--- src/rtl/voice_allocator_pkg.sv ---
// -----------------------------------------------------------------------------
// voice_allocator_pkg
// Shared types and defaults for the voice allocator and its age table.
//   alloc_state_t : scheduler states (IDLE, SEARCH, ISSUE, FLUSH)
//   voice_cmd_t   : latched note event / command payload (on, key, velocity)
//   sat_inc16     : saturating 16-bit increment used by the steal counter
// -----------------------------------------------------------------------------
package voice_allocator_pkg;

    localparam int VOICE_COUNT_DEF = 8;
    localparam int KEY_WIDTH_DEF   = 7;
    localparam int VEL_WIDTH_DEF   = 7;

    typedef enum logic [1:0] {
        ST_IDLE   = 2'd0,
        ST_SEARCH = 2'd1,
        ST_ISSUE  = 2'd2,
        ST_FLUSH  = 2'd3
    } alloc_state_t;

    typedef struct packed {
        logic                     on;
        logic [KEY_WIDTH_DEF-1:0] key;
        logic [VEL_WIDTH_DEF-1:0] velocity;
    } voice_cmd_t;

    function automatic logic [15:0] sat_inc16(input logic [15:0] value);
        return (value == 16'hFFFF) ? value : value + 16'd1;
    endfunction

endpackage

--- src/rtl/voice_allocator_age_table.sv ---
// -----------------------------------------------------------------------------
// voice_age_table
// Per-voice state: allocated flag, key, age (0 = newest) and, when SUSTAIN_EN
// is defined, a sustained flag. Applies the age bookkeeping on each update.
// Ports:
//   clk, reset     : clock, synchronous active-high reset
//   i_upd_on       : claim voice i_idx for key i_key (retrigger/free/steal)
//   i_upd_off      : release voice i_idx (also clears its sustained flag)
//   i_set_sus      : mark voice i_idx sustained (SUSTAIN_EN only)
//   o_alloc/o_key/o_age/o_sus : table contents
// -----------------------------------------------------------------------------
module voice_age_table
    import voice_allocator_pkg::*;
#(
    parameter int VOICE_COUNT = VOICE_COUNT_DEF,
    parameter int KEY_WIDTH   = KEY_WIDTH_DEF,
    parameter int AGE_WIDTH   = $clog2(VOICE_COUNT_DEF)
) (
    input  logic                                  clk,
    input  logic                                  reset,
    input  logic                                  i_upd_on,
    input  logic                                  i_upd_off,
`ifdef SUSTAIN_EN
    input  logic                                  i_set_sus,
    output logic [VOICE_COUNT-1:0]                o_sus,
`endif
    input  logic [AGE_WIDTH-1:0]                  i_idx,
    input  logic [KEY_WIDTH-1:0]                  i_key,
    output logic [VOICE_COUNT-1:0]                o_alloc,
    output logic [VOICE_COUNT-1:0][KEY_WIDTH-1:0] o_key,
    output logic [VOICE_COUNT-1:0][AGE_WIDTH-1:0] o_age
);

    logic [VOICE_COUNT-1:0]                r_alloc;
    logic [VOICE_COUNT-1:0][KEY_WIDTH-1:0] r_key;
    logic [VOICE_COUNT-1:0][AGE_WIDTH-1:0] r_age;
`ifdef SUSTAIN_EN
    logic [VOICE_COUNT-1:0]                r_sus;
    assign o_sus = r_sus;
`endif

    logic                 w_v_alloc;
    logic [AGE_WIDTH-1:0] w_v_age;

    assign w_v_alloc = r_alloc[i_idx];
    assign w_v_age   = r_age[i_idx];
    assign o_alloc   = r_alloc;
    assign o_key     = r_key;
    assign o_age     = r_age;

    // Table update: a claimed voice becomes newest, a released voice closes its age gap.
    always_ff @(posedge clk) begin
        if (reset) begin
            r_alloc <= '0;
            r_key   <= '0;
            r_age   <= '0;
`ifdef SUSTAIN_EN
            r_sus   <= '0;
`endif
        end else if (i_upd_on) begin
            // If the voice was free every sounding voice gets older; otherwise
            // only those younger than its previous age do, keeping ages distinct.
            for (int i = 0; i < VOICE_COUNT; i++) begin
                if ((AGE_WIDTH'(i) != i_idx) && r_alloc[i] &&
                    (!w_v_alloc || (r_age[i] < w_v_age))) begin
                    r_age[i] <= r_age[i] + AGE_WIDTH'(1);
                end
            end
            r_alloc[i_idx] <= 1'b1;
            r_age[i_idx]   <= '0;
            r_key[i_idx]   <= i_key;
`ifdef SUSTAIN_EN
            r_sus[i_idx]   <= 1'b0;
`endif
        end else if (i_upd_off) begin
            for (int i = 0; i < VOICE_COUNT; i++) begin
                if (r_alloc[i] && (r_age[i] > w_v_age)) begin
                    r_age[i] <= r_age[i] - AGE_WIDTH'(1);
                end
            end
            r_alloc[i_idx] <= 1'b0;
            r_age[i_idx]   <= '0;
`ifdef SUSTAIN_EN
            r_sus[i_idx]   <= 1'b0;
        end else if (i_set_sus) begin
            r_sus[i_idx]   <= 1'b1;
`endif
        end
    end

endmodule

--- src/rtl/voice_allocator.sv ---
// -----------------------------------------------------------------------------
// voice_allocator
// Schedules MIDI note events onto VOICE_COUNT voice pipelines. An accepted
// event is compared against one voice per cycle, then a one-cycle one-hot
// command is issued to the chosen voice (retrigger > idle > releasing > steal
// oldest). Note-offs go to the voice owning the key, or are dropped.
// Optional feature macro: SUSTAIN_EN (sustain pedal hold and flush).
// Ports:
//   clock_50_000_000, reset       : clock, synchronous active-high reset
//   note_valid/note_ready         : event handshake
//   note_on/note_key/note_velocity: event payload
//   voice_busy                    : per-voice release tail still sounding
//   sustain                       : pedal level (SUSTAIN_EN only)
//   voice_cmd_valid/_on/_key/_velocity : registered command to the pipelines
//   steal_count                   : saturating count of stolen voices
// -----------------------------------------------------------------------------
module voice_allocator
    import voice_allocator_pkg::*;
#(
    parameter int VOICE_COUNT = VOICE_COUNT_DEF,
    parameter int KEY_WIDTH   = KEY_WIDTH_DEF,
    parameter int VEL_WIDTH   = VEL_WIDTH_DEF
) (
    input  logic                   clock_50_000_000,
    input  logic                   reset,
    input  logic                   note_valid,
    output logic                   note_ready,
    input  logic                   note_on,
    input  logic [KEY_WIDTH-1:0]   note_key,
    input  logic [VEL_WIDTH-1:0]   note_velocity,
    input  logic [VOICE_COUNT-1:0] voice_busy,
    input  logic                   sustain,
    output logic [VOICE_COUNT-1:0] voice_cmd_valid,
    output logic                   voice_cmd_on,
    output logic [KEY_WIDTH-1:0]   voice_cmd_key,
    output logic [VEL_WIDTH-1:0]   voice_cmd_velocity,
    output logic [15:0]            steal_count
);

    localparam int IW = $clog2(VOICE_COUNT);
    localparam logic [IW-1:0] LAST_IDX = IW'(VOICE_COUNT - 1);

    alloc_state_t           r_state;
    voice_cmd_t             r_evt;
    logic [IW-1:0]          r_idx, r_vidx;
    logic                   r_hit_rt, r_hit_free, r_hit_fbusy, r_hit_old;
    logic [IW-1:0]          r_rt_idx, r_free_idx, r_fbusy_idx, r_old_idx, r_old_age;
    logic                   r_ready, r_cmd_on;
    logic [VOICE_COUNT-1:0] r_cmd_valid;
    logic [KEY_WIDTH-1:0]   r_cmd_key;
    logic [VEL_WIDTH-1:0]   r_cmd_vel;
    logic [15:0]            r_steal_count;

    logic [VOICE_COUNT-1:0]                w_alloc;
    logic [VOICE_COUNT-1:0][KEY_WIDTH-1:0] w_key;
    logic [VOICE_COUNT-1:0][IW-1:0]        w_age;
    logic [KEY_WIDTH-1:0] w_evt_key;
    logic [VEL_WIDTH-1:0] w_evt_vel;
    logic                 w_rt_take, w_free_take, w_fbusy_take, w_old_take;
    logic                 w_nx_hit_rt, w_nx_hit_free, w_nx_hit_fbusy, w_nx_hit_old;
    logic [IW-1:0]        w_nx_rt_idx, w_nx_free_idx, w_nx_fbusy_idx, w_nx_old_idx;
    logic [IW-1:0]        w_dec_vidx, w_upd_idx;
    logic                 w_dec_steal, w_do_issue, w_pend, w_off_hold;
    logic                 w_upd_on, w_upd_off;

`ifdef SUSTAIN_EN
    logic                   r_sus_lvl, r_flush_pend;
    logic [VOICE_COUNT-1:0] w_sus;
    logic                   w_fl_any, w_set_sus;
    logic [IW-1:0]          w_fl_idx;

    assign w_pend     = r_flush_pend;
    assign w_off_hold = r_sus_lvl;
    assign w_set_sus  = (r_state == ST_SEARCH) && (r_idx == LAST_IDX) && !r_evt.on &&
                        w_nx_hit_rt && r_sus_lvl;

    // Lowest-index sustained voice is flushed first.
    always_comb begin
        w_fl_any = 1'b0;
        w_fl_idx = '0;
        for (int i = VOICE_COUNT - 1; i >= 0; i--) begin
            w_fl_idx = w_sus[i] ? IW'(i) : w_fl_idx;
            w_fl_any = w_fl_any | w_sus[i];
        end
    end
`else
    logic w_unused_sustain;
    assign w_unused_sustain = sustain;
    assign w_pend     = 1'b0;
    assign w_off_hold = 1'b0;
`endif

    assign w_evt_key = KEY_WIDTH'(r_evt.key);
    assign w_evt_vel = VEL_WIDTH'(r_evt.velocity);

    // First hit per class, folding in the voice examined this cycle.
    assign w_rt_take     = !r_hit_rt && w_alloc[r_idx] && (w_key[r_idx] == w_evt_key);
    assign w_free_take   = !r_hit_free && !w_alloc[r_idx] && !voice_busy[r_idx];
    assign w_fbusy_take  = !r_hit_fbusy && !w_alloc[r_idx] && voice_busy[r_idx];
    assign w_old_take    = w_alloc[r_idx] && (!r_hit_old || (w_age[r_idx] > r_old_age));
    assign w_nx_hit_rt    = r_hit_rt | w_rt_take;
    assign w_nx_hit_free  = r_hit_free | w_free_take;
    assign w_nx_hit_fbusy = r_hit_fbusy | w_fbusy_take;
    assign w_nx_hit_old   = r_hit_old | w_old_take;
    assign w_nx_rt_idx    = w_rt_take ? r_idx : r_rt_idx;
    assign w_nx_free_idx  = w_free_take ? r_idx : r_free_idx;
    assign w_nx_fbusy_idx = w_fbusy_take ? r_idx : r_fbusy_idx;
    assign w_nx_old_idx   = w_old_take ? r_idx : r_old_idx;

    // Target selection by priority; steal only when every voice is allocated.
    always_comb begin
        w_dec_vidx  = w_nx_old_idx;
        w_dec_steal = 1'b0;
        if (w_nx_hit_rt) begin
            w_dec_vidx = w_nx_rt_idx;
        end else if (w_nx_hit_free) begin
            w_dec_vidx = w_nx_free_idx;
        end else if (w_nx_hit_fbusy) begin
            w_dec_vidx = w_nx_fbusy_idx;
        end else begin
            w_dec_steal = 1'b1;
        end
    end

    // A held note-off (pedal down) never issues; it only marks the voice sustained.
    assign w_do_issue = r_evt.on || (w_nx_hit_rt && !w_off_hold);
    assign w_upd_on   = (r_state == ST_ISSUE) && r_evt.on;
`ifdef SUSTAIN_EN
    assign w_upd_off  = ((r_state == ST_ISSUE) && !r_evt.on) || ((r_state == ST_FLUSH) && w_fl_any);
    assign w_upd_idx  = (r_state == ST_FLUSH) ? w_fl_idx : r_vidx;
`else
    assign w_upd_off  = (r_state == ST_ISSUE) && !r_evt.on;
    assign w_upd_idx  = r_vidx;
`endif

    voice_age_table #(
        .VOICE_COUNT (VOICE_COUNT),
        .KEY_WIDTH   (KEY_WIDTH),
        .AGE_WIDTH   (IW)
    ) u_table (
        .clk       (clock_50_000_000),
        .reset     (reset),
        .i_upd_on  (w_upd_on),
        .i_upd_off (w_upd_off),
`ifdef SUSTAIN_EN
        .i_set_sus (w_set_sus),
        .o_sus     (w_sus),
`endif
        .i_idx     (w_upd_idx),
        .i_key     (w_evt_key),
        .o_alloc   (w_alloc),
        .o_key     (w_key),
        .o_age     (w_age)
    );

    // Scheduler FSM with registered handshake and command outputs.
    always_ff @(posedge clock_50_000_000) begin
        if (reset) begin
            r_state       <= ST_IDLE;
            r_evt         <= '0;
            r_idx         <= '0;
            r_vidx        <= '0;
            r_hit_rt      <= 1'b0;
            r_hit_free    <= 1'b0;
            r_hit_fbusy   <= 1'b0;
            r_hit_old     <= 1'b0;
            r_rt_idx      <= '0;
            r_free_idx    <= '0;
            r_fbusy_idx   <= '0;
            r_old_idx     <= '0;
            r_old_age     <= '0;
            r_ready       <= 1'b0;
            r_cmd_valid   <= '0;
            r_cmd_on      <= 1'b0;
            r_cmd_key     <= '0;
            r_cmd_vel     <= '0;
            r_steal_count <= 16'd0;
`ifdef SUSTAIN_EN
            r_sus_lvl     <= 1'b0;
            r_flush_pend  <= 1'b0;
`endif
        end else begin
            r_cmd_valid <= '0;
            case (r_state)
                ST_IDLE: begin
`ifdef SUSTAIN_EN
                    if (r_flush_pend) begin
                        r_state      <= ST_FLUSH;
                        r_flush_pend <= 1'b0;
                        r_ready      <= 1'b0;
                    end else
`endif
                    if (note_valid && r_ready) begin
                        r_state        <= ST_SEARCH;
                        r_ready        <= 1'b0;
                        r_idx          <= '0;
                        r_hit_rt       <= 1'b0;
                        r_hit_free     <= 1'b0;
                        r_hit_fbusy    <= 1'b0;
                        r_hit_old      <= 1'b0;
                        r_old_age      <= '0;
                        r_evt.on       <= note_on;
                        r_evt.key      <= KEY_WIDTH_DEF'(note_key);
                        r_evt.velocity <= VEL_WIDTH_DEF'(note_velocity);
                    end else begin
                        r_ready <= 1'b1;
                    end
                end
                ST_SEARCH: begin
                    r_hit_rt    <= w_nx_hit_rt;
                    r_hit_free  <= w_nx_hit_free;
                    r_hit_fbusy <= w_nx_hit_fbusy;
                    r_hit_old   <= w_nx_hit_old;
                    r_rt_idx    <= w_nx_rt_idx;
                    r_free_idx  <= w_nx_free_idx;
                    r_fbusy_idx <= w_nx_fbusy_idx;
                    r_old_idx   <= w_nx_old_idx;
                    r_old_age   <= w_old_take ? w_age[r_idx] : r_old_age;
                    if (r_idx == LAST_IDX) begin
                        if (w_do_issue) begin
                            r_state     <= ST_ISSUE;
                            r_vidx      <= r_evt.on ? w_dec_vidx : w_nx_rt_idx;
                            r_cmd_valid <= VOICE_COUNT'(1) << (r_evt.on ? w_dec_vidx : w_nx_rt_idx);
                            r_cmd_on    <= r_evt.on;
                            r_cmd_key   <= w_evt_key;
                            r_cmd_vel   <= r_evt.on ? w_evt_vel : '0;
                            if (r_evt.on && w_dec_steal) begin
                                r_steal_count <= sat_inc16(r_steal_count);
                            end
                        end else begin
                            r_state <= ST_IDLE;
                            r_ready <= !w_pend;
                        end
                    end else begin
                        r_idx <= r_idx + IW'(1);
                    end
                end
                ST_ISSUE: begin
                    r_state <= ST_IDLE;
                    r_ready <= !w_pend;
                end
`ifdef SUSTAIN_EN
                ST_FLUSH: begin
                    if (w_fl_any) begin
                        r_cmd_valid <= VOICE_COUNT'(1) << w_fl_idx;
                        r_cmd_on    <= 1'b0;
                        r_cmd_key   <= w_key[w_fl_idx];
                        r_cmd_vel   <= '0;
                    end else begin
                        r_state <= ST_IDLE;
                        r_ready <= !r_flush_pend;
                    end
                end
`endif
                default: begin
                    r_state <= ST_IDLE;
                    r_ready <= 1'b0;
                end
            endcase
`ifdef SUSTAIN_EN
            // Pedal release schedules a flush; it takes priority over new events.
            r_sus_lvl <= sustain;
            if (r_sus_lvl && !sustain) begin
                r_flush_pend <= 1'b1;
                r_ready      <= 1'b0;
            end
`endif
        end
    end

    assign note_ready         = r_ready;
    assign voice_cmd_valid    = r_cmd_valid;
    assign voice_cmd_on       = r_cmd_on;
    assign voice_cmd_key      = r_cmd_key;
    assign voice_cmd_velocity = r_cmd_vel;
    assign steal_count        = r_steal_count;

endmodule

--- config.mk ---
export PLATFORM = sky130hd
export DESIGN_NAME = voice_allocator
export DESIGN_NICKNAME = d
export VERILOG_FILES = /design/src/rtl/voice_allocator_pkg.sv /design/src/rtl/voice_allocator_age_table.sv /design/src/rtl/voice_allocator.sv
export SDC_FILE = /design/constraint.sdc
export NUM_CORES = 1
export LEC_CHECK = 0
export BUFFER_PORTS_ARGS = -buffer_cell sky130_fd_sc_hd__buf_2
export CAP_MARGIN = 20
export CORE_MARGIN = 10
export CORE_UTILIZATION = 55
export CTS_CLUSTER_SIZE = 40
export DETAILED_ROUTE_END_ITERATION = 10
export HOLD_SLACK_MARGIN = 0.12
export PLACE_DENSITY = 0.74
export SETUP_SLACK_MARGIN = 0.02
export SYNTH_ARGS = -nofsm -noshare
export SYNTH_HDL_FRONTEND = slang
export SYNTH_SLANG_ARGS = --single-unit
--- constraint.sdc ---
create_clock -name clock_50_000_000 -period 3.6 [get_ports clock_50_000_000]
set_input_delay 0.18 -clock clock_50_000_000 [delete_from_list [all_inputs] [get_ports clock_50_000_000]]
set_output_delay 0.18 -clock clock_50_000_000 [all_outputs]
set_load 0.01 [all_outputs]
======== Yosys cells after proc, flatten, opt, wreduce, memory -nomap -nowiden ========
Cells that the tools add are included.
Widths: inputs -> output; s select.
storage, ports and cells
  register bits after elaboration ......... 170
  output and inout bits ................... 40
  logic and storage cells ................. 284
operators by class
  add/sub/neg operators ................... 18
  magnitude comparators ................... 20
  equality and inequality tests ........... 17
  shift-type cells ........................ 1
  mux-type cells .......................... 109
  bitwise operators ....................... 14
  reductions and logical operators ........ 67
operator list
  operator               count
  $mux 3                 70
  $bwmux 56              1
  $and 24x24->24         2
  $mux 24                2
  $logic_and 1x1->1      36
  $add 3x1->3 const B    9
  $gt 3x3->1             9
  $lt 3x3->1             8
  $not 24->24            1
  $sub 3x1->3 const B    8
  $bmux 7 s3             1
  $demux 7 s3            1
  $mux 7                 3
  $bmux 3 s3             2
  $add 16x1->16 const B  1
  $eq 16x16->1 const B   1
  $mux 8                 2
  $ne 3x3->1 const A     4
  $pmux 3 s2             2
  $mux 1                 11
  $logic_or 1x1->1       10
  $ne 2x2->1 const B     5
  $bmux 1 s3             3
  $demux 3 s3            1
  27 further kinds       53

======== Depth between registers and ports, before layout ========
Gate-level depths: netlist of the first run.
  depth in word-level cells ............... 11
  gate-level depth with buffers ........... 15
  gate-level depth less buffers ........... 12

======== Modules after synthesis ========
From an unflattened synthesis of the first run, not the netlist that was laid out.
unflattened totals
  cell total of the unflattened synthesis .. 1148
  area, all modules ....................... 9589.2 um2
modules (own cells, without submodules)
  module           instances  cells an instance  area each (um2)  sequential area each (um2)
  voice_age_table  1          637                5064.9           1761.7
  voice_allocator  1          511                4524.3           1641.6

======== Worst setup path after synthesis of the first run ========
OpenSTA, ideal clock, no wires.
  kind .................................... flip-flop to flip-flop
  start point ............................. register r_idx[0]
  end point ............................... register r_cmd_valid[4], in the netlist voice_cmd_valid[4]
  setup time .............................. 0.061 ns
  arrival ................................. 3.832 ns
  required time ........................... 3.539 ns
  path slack .............................. -0.293 ns
  cell stages (with the launch flop) ...... 15
  buffers on the path ..................... 3
  path through ............................ dfxtp_1 -> buf_2 -> buf_2 -> clkbuf_1 -> mux4_2 -> mux2i_1 -> ha_1 -> nand3_1 -> o21ai_0 -> o21ai_0 -> o21ai_0 -> and3_1 -> o311a_1 -> or4_4 -> and3b_1
on the way
  longest elaborated chain between the ends .. 11
  elaborated cells on any way between the ends .. 37
ends and longest elaborated chain
  element                                                        RTL line                                                              text
  start, declared                                                voice_allocator.sv:45                                                 logic [IW-1:0] r_idx, r_vidx;
  start signal, assigned                                         voice_allocator.sv:235                                                r_idx <= r_idx + IW'(1);
  $bmux 3 s3 / $bmux 1 s3 (equally long branches)                -
  $mux 3 (not written as such) / $mux 1 (equally long branches)  -
  $gt 3x3->1 / $logic_not 1->1 (equally long branches)           voice_allocator.sv:100, voice_allocator.sv:98, voice_allocator.sv:99
  $logic_or 1x1->1 / $logic_and 1x1->1 (equally long branches)   voice_allocator.sv:100, voice_allocator.sv:99
  $logic_and 1x1->1, on equally long branches                    voice_allocator.sv:100, voice_allocator.sv:99
  $mux 3 (tied with other cells)                                 voice_allocator.sv:108                                                assign w_nx_old_idx = w_old_take ? r_idx : r_old_idx;
  $mux 3                                                         voice_allocator.sv:118                                                end else if (w_nx_hit_fbusy) begin
  $mux 3                                                         voice_allocator.sv:116                                                end else if (w_nx_hit_free) begin
  $mux 3                                                         voice_allocator.sv:114                                                if (w_nx_hit_rt) begin
  $mux 3                                                         voice_allocator.sv:223                                                r_cmd_valid <= VOICE_COUNT'(1) << (r_evt.on ? w_dec_vidx : w_nx_rt_idx);
  $shl 1x3->8                                                    voice_allocator.sv:223
  end signal, assigned                                           voice_allocator.sv:223
  end, declared                                                  voice_allocator.sv:49                                                 logic [VOICE_COUNT-1:0] r_cmd_valid;
Several ways; a longest one is shown, not always the timed one. The select of a mux whose other input is x is not followed.
A chain may end at the register's enable or synchronous reset.

======== Final worst setup path of the first run ========
Ends and elaborated chain as after synthesis.

==> flow_metrics.py, run 1 <==
metrics = {
    "status": {
        "outcome": "finished, final reports clean",
    },
    "yosys": {
        "avgSynthCellArea_um2": 8.338,
        "ys_types": 51,
        "ys_seq_elements": 170,
        "seq_area_frac_synth": 0.3674,
        "netlist_instances": 1111,
        "yosys_warnings": 0,
        "netlist_area_mm2": 0.009264,
        "synthesis.nets": 1189,
    },
    "pwr": {
        "power_leakage_nw": 4.109,
        "net-switching-power_mw": 1.030,
        "swShare": 0.2528,
        "vdd_drop_max_uv": 353.2,
        "cellPowerDensity_mw_per_mm2": 380.1,
        "p_int_mw": 3.043,
        "p_seq_frac": 0.470,
        "finalPower_mw": 4.072,
        "comb_power_share": 0.044,
        "clkPwrFrac": 0.485,
    },
    "routing": {
        "drt_first_pass_iters": 5,
        "vias": 8246,
        "wire_per_inst_um": 17.27,
        "drc": 0,
        "ant_nets": 0,
        "drt_iter0_drc": 732,
        "vias_per_cell": 5.840,
        "routed_wl_um": 24390,
    },
    "grt": {
        "grt_max_degree": 74,
        "grt-ovfl-total": 0,
        "grt.total_usage": 0.2186,
        "grt_pass1_vias": 8093,
        "grt_pass1_wl_um": 40390,
        "antenna_found_initial": 0,
    },
    "cts": {
        "cts_buffers": 17,
        "clk_pin_slew_ns": 0.07,
        "clk_latency_ns": 0.44,
        "htreeDepth": 4,
        "cts_sinks": 170,
        "clk_root_buffer_cell": "clkbuf_16",
        "post_cts_buffers": 0,
        "cts_tree": "done",
        "cts.path.max_buffers": 2,
    },
    "worst_hold_path": {
        "holdCritPathClass": "in2reg",
        "holdPathStages": 5,
        "hp-start": "note_valid",
    },
    "sta": {
        "period_needed_ns": 3.368,
        "hold_viol": 0,
        "fin_skew_ns": 0.01362,
        "clock.fmax_ghz": 0.2969,
        "slew-limit-headroom": 0.4509,
        "layout_worst_path_cycle_share": 0.9355,
        "fin_tns_setup_ns": 0,
        "worstMarginPinSlew_ns": 0.8174,
        "setup_viol": 0,
        "finalMaxSlewViolations": 0,
        "rsz0062_at_grt": "true",
    },
    "die": {
        "die_area_mm2": 0.02243,
        "rows": 47,
        "dieWidth_um": 149.8,
        "die_h_um": 149.8,
        "start_util": 0.5606,
        "ios": 67,
        "coreArea_mm2": 0.01652,
    },
    "placement": {
        "place_area_mm2": 0.009911,
        "port_buffers": 65,
        "placed_cells": 1365,
        "dp_hpwl_um": 15930,
        "gp_congestion": 0.8515,
    },
    "critical_path": {
        "crit_buf_inv": 1,
        "crit_type": "reg2reg",
        "cpMaxStageDelayCell": "mux4_2",
        "crit_path_start_kind": "register",
        "crit_start": "r_idx[0]",
        "cpMostUsedCell": "o21ai_0",
        "crit_path_end_kind": "register",
        "crit_cells": 12,
        "r2r-start": "r_idx[0]",
        "cp_top_family": "simple AND/OR/NAND/NOR gates",
        "required_ns": 3.98,
        "cpPeakStageDelay_ns": 0.53,
        "cp.arrival_ns": 3.75,
        "worstRegToRegCells": 12,
        "crit_chain": "buf_4 > mux4_2 > mux2i_1 > ha_1 > nand3_1 > o21ai_0 > o21ai_1 > o21ai_0 > and3_1 > o311a_1 > or4_4 > and3b_1",
        "critPathMaxFanout": 12,
    },
    "finish": {
        "seqCellArea_mm2": 0.003407,
        "multi_input_area_mm2": 0.005411,
        "diodes": 0,
        "design_area_mm2": 0.01072,
        "fin_cells": 1412,
        "areaGrowthSynthToFinish_pct": 15.67,
        "n_fill_cell": 1368,
        "layout-drive-gt1-share": 0.1586,
        "fin_nets": 1257,
    },
    "flow_run": {
        "cap_violations": 0,
    },
}
-- kinds of logic (layout without fill, tap and decap cells) --
| family | Yosys count | count (layout) | share of synthesized area |
|---|---|---|---|
| flip-flops | 170 | 170 | 0.3674 |
| XOR/XNOR | 37 | 37 | 0.03498 |
| adder cells (fa/ha/maj) | 51 | 51 | 0.06888 |
| AO/OA/AOI/OAI | 251 | 251 | 0.1490 |
| AND/OR/NAND/NOR | 407 | 407 | 0.2027 |
| buffers and inverters | 117 | 198 | 0.04916 |
| multiplexers | 78 | 78 | 0.1279 |
-- synthesized netlist by cell type, drive strengths merged --
cell type,number,area [µm²]
a211oi,10,75.07
a21o,9,67.56
a21oi,135,675.7
a221oi,2,17.52
a22oi,10,75.07
a2bb2oi,1,8.760
a311o,1,10.01
a31o,1,8.760
a31oi,2,12.51
a32oi,3,26.28
and2,12,75.07
and3,12,75.07
and3b,2,17.52
and4,3,26.28
buf,11,57.56
clkbuf,62,232.7
dfxtp,170,3403
ha,51,638.1
inv,44,165.2
mux2,3,33.78
mux2i,43,430.4
mux4,32,720.7
nand2,165,621.9
nand2b,7,43.79
nand3,53,265.3
nand3b,6,45.04
nand4,4,25.02
nand4b,3,26.28
nor2,90,337.8
nor2b,9,56.30
nor3,24,120.1
nor3b,6,45.04
nor4,1,21.27
o211ai,2,15.01
o21ai,70,350.3
o22ai,2,12.51
o311a,1,10.01
o31ai,2,15.01
or2,3,18.77
or3,1,6.260
or3b,2,17.52
or4,4,33.78
xnor2,25,219.0
xor2,12,105.1
-- area by class of cell --
cell class / count / share of cell area
Clock inverter: 15 / 0.02102
Clock buffer: 17 / 0.03970
Multi-Input combinational cell: 824 / 0.5050
Tap cell: 220 / 0.02569
Inverter: 44 / 0.01541
Sequential cell: 170 / 0.3180
Timing Repair Buffer: 122 / 0.07520
-- registers in the layout, summed over array words and instances (netlist names), 2 cells and up, named ones only --
register            flops
r_old_age               3
w_evt_key               7
r_fbusy_idx             3
u_table.o_key          56
r_old_idx               3
w_evt_vel               7
r_free_idx              3
voice_cmd_velocity      7
r_state                 2
steal_count            16
r_idx                   3
voice_cmd_key           7
voice_cmd_valid         8
r_rt_idx                3
r_vidx                  3
u_table.o_age          24
-- path summary, 6_finish.rpt --
check	to	slack [ns]
hold reg to reg	u_table.o_key[33]	0.45
setup reg to reg	voice_cmd_valid[4]	0.23
hold / removal	r_state[0]	0.17
setup / recovery	voice_cmd_valid[4]	0.23
-- what timing repair did --
| action | 4_1_cts | 5_1_grt |
|---|---|---|
| gates resized for setup | 0 | 4 |
| hold buffers | 15 | 0 |
| endpoints found under the setup margin | 0 | 17 |
| endpoints found under the hold margin | 15 | 0 |
-- stage by stage --
| stage | hold slack (ns) | utilization | worst slack (ns) |
|---|---|---|---|
| after floorplan | 0.3160 | - | -0.005646 |
| after global placement | 0.4203 | 0.5998 | 0.1404 |
| after CTS | 0.1636 | 0.6482 | 0.1052 |
| final | 0.1654 | 0.6484 | 0.2320 |
| after global routing | 0.1924 | 0.6484 | 0.006354 |
| after detailed placement | 0.4271 | 0.5998 | 0.1264 |
-- cells in the final DEF, fill, tap and decap left out, drive strengths merged, types with 3 or more instances in the layout --
cell	instances
dlygate4sd3	15
and3	12
nor3	24
nand3b	6
nand3	53
xnor2	25
nand2b	7
inv	51
nor3b	6
clkbuf	17
a32oi	3
a22oi	10
and2	12
nor2	90
a211oi	10
mux4	32
clkinv	5
ha	51
and4	3
mux2	3
nand4	4
a21oi	135
xor2	12
dfxtp	170
or4	4
buf	107
or2	3
nand4b	3
a21o	9
o21ai	70
nor2b	9
mux2i	43
nand2	165
-- power by group through the flow --
stage          clock, mW  combinational [mW]  sequential, mW
2_1_floorplan          0               0.123            1.95
3_3_place_gp           0               0.164            1.96
3_5_place_dp           0               0.166            1.96
4_1_cts             2.00               0.180            1.91
5_1_grt             2.08               0.199            1.92
6_report            1.98               0.181            1.92
-- worst min-delay path, cell delays in order --
cell     delay (ns)
buf_2          0.11
nand2_1        0.09
a21oi_1        0.05
nor2_1         0.09
nor3_1         0.05
-- layer usage --
metal	vias to the layer above	track usage	routed length [µm]
met5	-	0	0
met4	0	0.07969	331
met3	35	0.03895	1740
met2	272	0.3640	11980
met1	3924	0.2777	10340
li1	4015	-	-
Note: power is estimated with default switching activity, not from simulation.
==> inputs of run 2 (changes only) <==
--- a/config.mk
+++ b/config.mk
@@ -12,7 +12,7 @@
 export CTS_CLUSTER_SIZE = 40
 export DETAILED_ROUTE_END_ITERATION = 10
 export HOLD_SLACK_MARGIN = 0.12
-export PLACE_DENSITY = 0.74
+export PLACE_DENSITY = 0.89
 export SETUP_SLACK_MARGIN = 0.02
 export SYNTH_ARGS = -nofsm -noshare
 export SYNTH_HDL_FRONTEND = slang
==> flow_metrics.py, run 2 (same netlist as run 1, synthesis figures left out) <==
metrics = {
    "status": {
        "outcome": "finished, final reports clean",
    },
    "cts": {
        "cts_buffers": 17,
        "clk_root_buffer_cell": "clkbuf_16",
        "cts_sinks": 170,
        "clk_latency_ns": 0.44,
        "cts.path.max_buffers": 2,
        "cts_tree": "done",
        "post_cts_buffers": 0,
        "htreeDepth": 4,
        "clk_pin_slew_ns": 0.07,
    },
    "grt": {
        "grt.total_usage": 0.2268,
        "grt-ovfl-total": 0,
        "antenna_found_initial": 0,
        "grtUsageMet2": 0.3884,
        "grt_pass1_wl_um": 41900,
        "top_usage_layer": "met2",
        "grt_max_degree": 104,
        "met1_usage": 0.2690,
        "grt_pass1_vias": 8467,
        "use_met3": 0.04921,
    },
    "finish": {
        "fin_cells": 1408,
        "final_cell_mix": "dfxtp_1 (167), nand2_1 (163), a21oi_1 (135)",
        "multi_input_area_mm2": 0.005425,
        "areaGrowthSynthToFinish_pct": 14.88,
        "fin_util": 0.6441,
        "n_fill_cell": 1192,
        "layout_commonest_cell": "dfxtp_1",
        "design_area_mm2": 0.01064,
        "seqCellArea_mm2": 0.003410,
        "largest_reg_flops": 56,
        "fin_nets": 1253,
        "layout-drive-gt1-share": 0.1582,
        "diodes": 0,
    },
    "placement": {
        "place_area_mm2": 0.009868,
        "gp_congestion": 0.8917,
        "dp_hpwl_um": 16930,
        "placed_cells": 1361,
        "port_buffers": 65,
        "post-place-ws_ns": 0.1460,
    },
    "die": {
        "ios": 67,
        "die_area_mm2": 0.02243,
        "die_h_um": 149.8,
        "dieWidth_um": 149.8,
        "rows": 47,
        "start_util": 0.5606,
        "coreArea_mm2": 0.01652,
    },
    "sta": {
        "period_needed_ns": 3.384,
        "holdWs_ns": 0.2033,
        "fin_tns_setup_ns": 0,
        "clock.fmax_ghz": 0.2955,
        "hold_viol": 0,
        "layout_worst_path_cycle_share": 0.9399,
        "slew-limit-headroom": 0.2867,
        "fin_skew_ns": 0.01709,
        "setup_viol": 0,
        "worstMarginPinSlew_ns": 1.070,
        "rsz0062_at_grt": "false",
        "finalMaxSlewViolations": 0,
        "setup_slack_ns": 0.2164,
    },
    "pwr": {
        "finalPower_mw": 3.923,
        "power_leakage_nw": 4.050,
        "cellPowerDensity_mw_per_mm2": 368.6,
        "vdd_drop_max_uv": 376.8,
    },
    "critical_path": {
        "crit_end": "voice_cmd_valid[5]",
        "r2r-end": "voice_cmd_valid[5]",
        "cpPeakStageDelay_ns": 0.56,
        "r2r_slack_ns": 0.22,
        "critPathMaxFanout": 14,
        "crit_path_start_kind": "register",
        "required_ns": 3.95,
        "worstRegToRegCells": 9,
        "crit_type": "reg2reg",
        "crit_path_end_kind": "register",
        "r2r-start": "r_idx[2]",
        "crit_start": "r_idx[2]",
        "cpMaxStageDelayCell": "mux4_2",
        "crit_chain": "buf_4 > mux4_2 > mux2i_1 > xnor2_1 > nor4_4 > nand2_2 > a21o_1 > or4_4 > nor3b_1",
        "cp.arrival_ns": 3.73,
    },
    "routing": {
        "drc": 0,
        "routed_wl_um": 25830,
        "drt_first_pass_iters": 6,
        "vias": 8755,
        "wire_per_inst_um": 18.35,
        "vias_per_cell": 6.218,
        "drt_iter0_drc": 1206,
        "ant_nets": 0,
    },
    "worst_hold_path": {
        "holdCritPathClass": "in2reg",
    },
    "flow_run": {
        "cap_violations": 0,
    },
}
==> run 2: changes by cell type in the layout (fill, tap and decap cells not counted), sizes merged <==
cell	delta
clkinvlp	+2
buf	-4
clkinv	+2
bufinv	-2
inv	-2
==> run 2: where the power goes <==
group          switching (mW)  leakage [nW]  internal, mW
Sequential             0.0275          1.37          1.89
Clock                   0.890         0.284         0.935
Combinational           0.112          2.39        0.0644
==> run 2: repair_timing <==
| action | CTS | global route |
|---|---|---|
| resized for setup | 0 | 8 |
| endpoints found under the setup margin | 0 | 14 |
| endpoints found under the hold margin | 15 | 0 |
| hold buffers | 15 | 0 |
==> run 2: cell type report <==
class,count,area share
clock buffer,17,0.03997
clock inverter,15,0.01681
inverter,44,0.01552
multi-input combinational,824,0.5098
sequential,170,0.3204
tap,220,0.02586
timing repair buffer,118,0.07171
==> run 2: how the worst min path moves through the flow <==
stage	start	end	slack, ns	depth (start not counted)
after floorplan	note_velocity[0]	w_evt_vel[0]	0.32	2
after global placement	note_velocity[1]	w_evt_vel[1]	0.42	3
after detailed placement	note_key[4]	w_evt_key[4]	0.43	3
after CTS	note_valid	r_state[0]	0.18	5
after global routing	note_valid	r_state[0]	0.28	5
final	note_valid	r_state[0]	0.20	5
==> run 2: routing by layer <==
metal | vias to the layer above | share of wire
li1 | 4023 | -
met1 | 4172 | 0.38
met2 | 462 | 0.50
met3 | 98 | 0.080
met4 | 0 | 0.034
met5 | - | 0
==> run 2: worst max-delay path, delay by kind of cell (launching register included) <==
family | cells | cell delay (ns)
compound gates | 1 | 0.24
xor+xnor | 1 | 0.14
buf+inv | 1 | 0.29
flops | 1 | 0.34
mux | 2 | 0.77
simple gates | 4 | 1.51
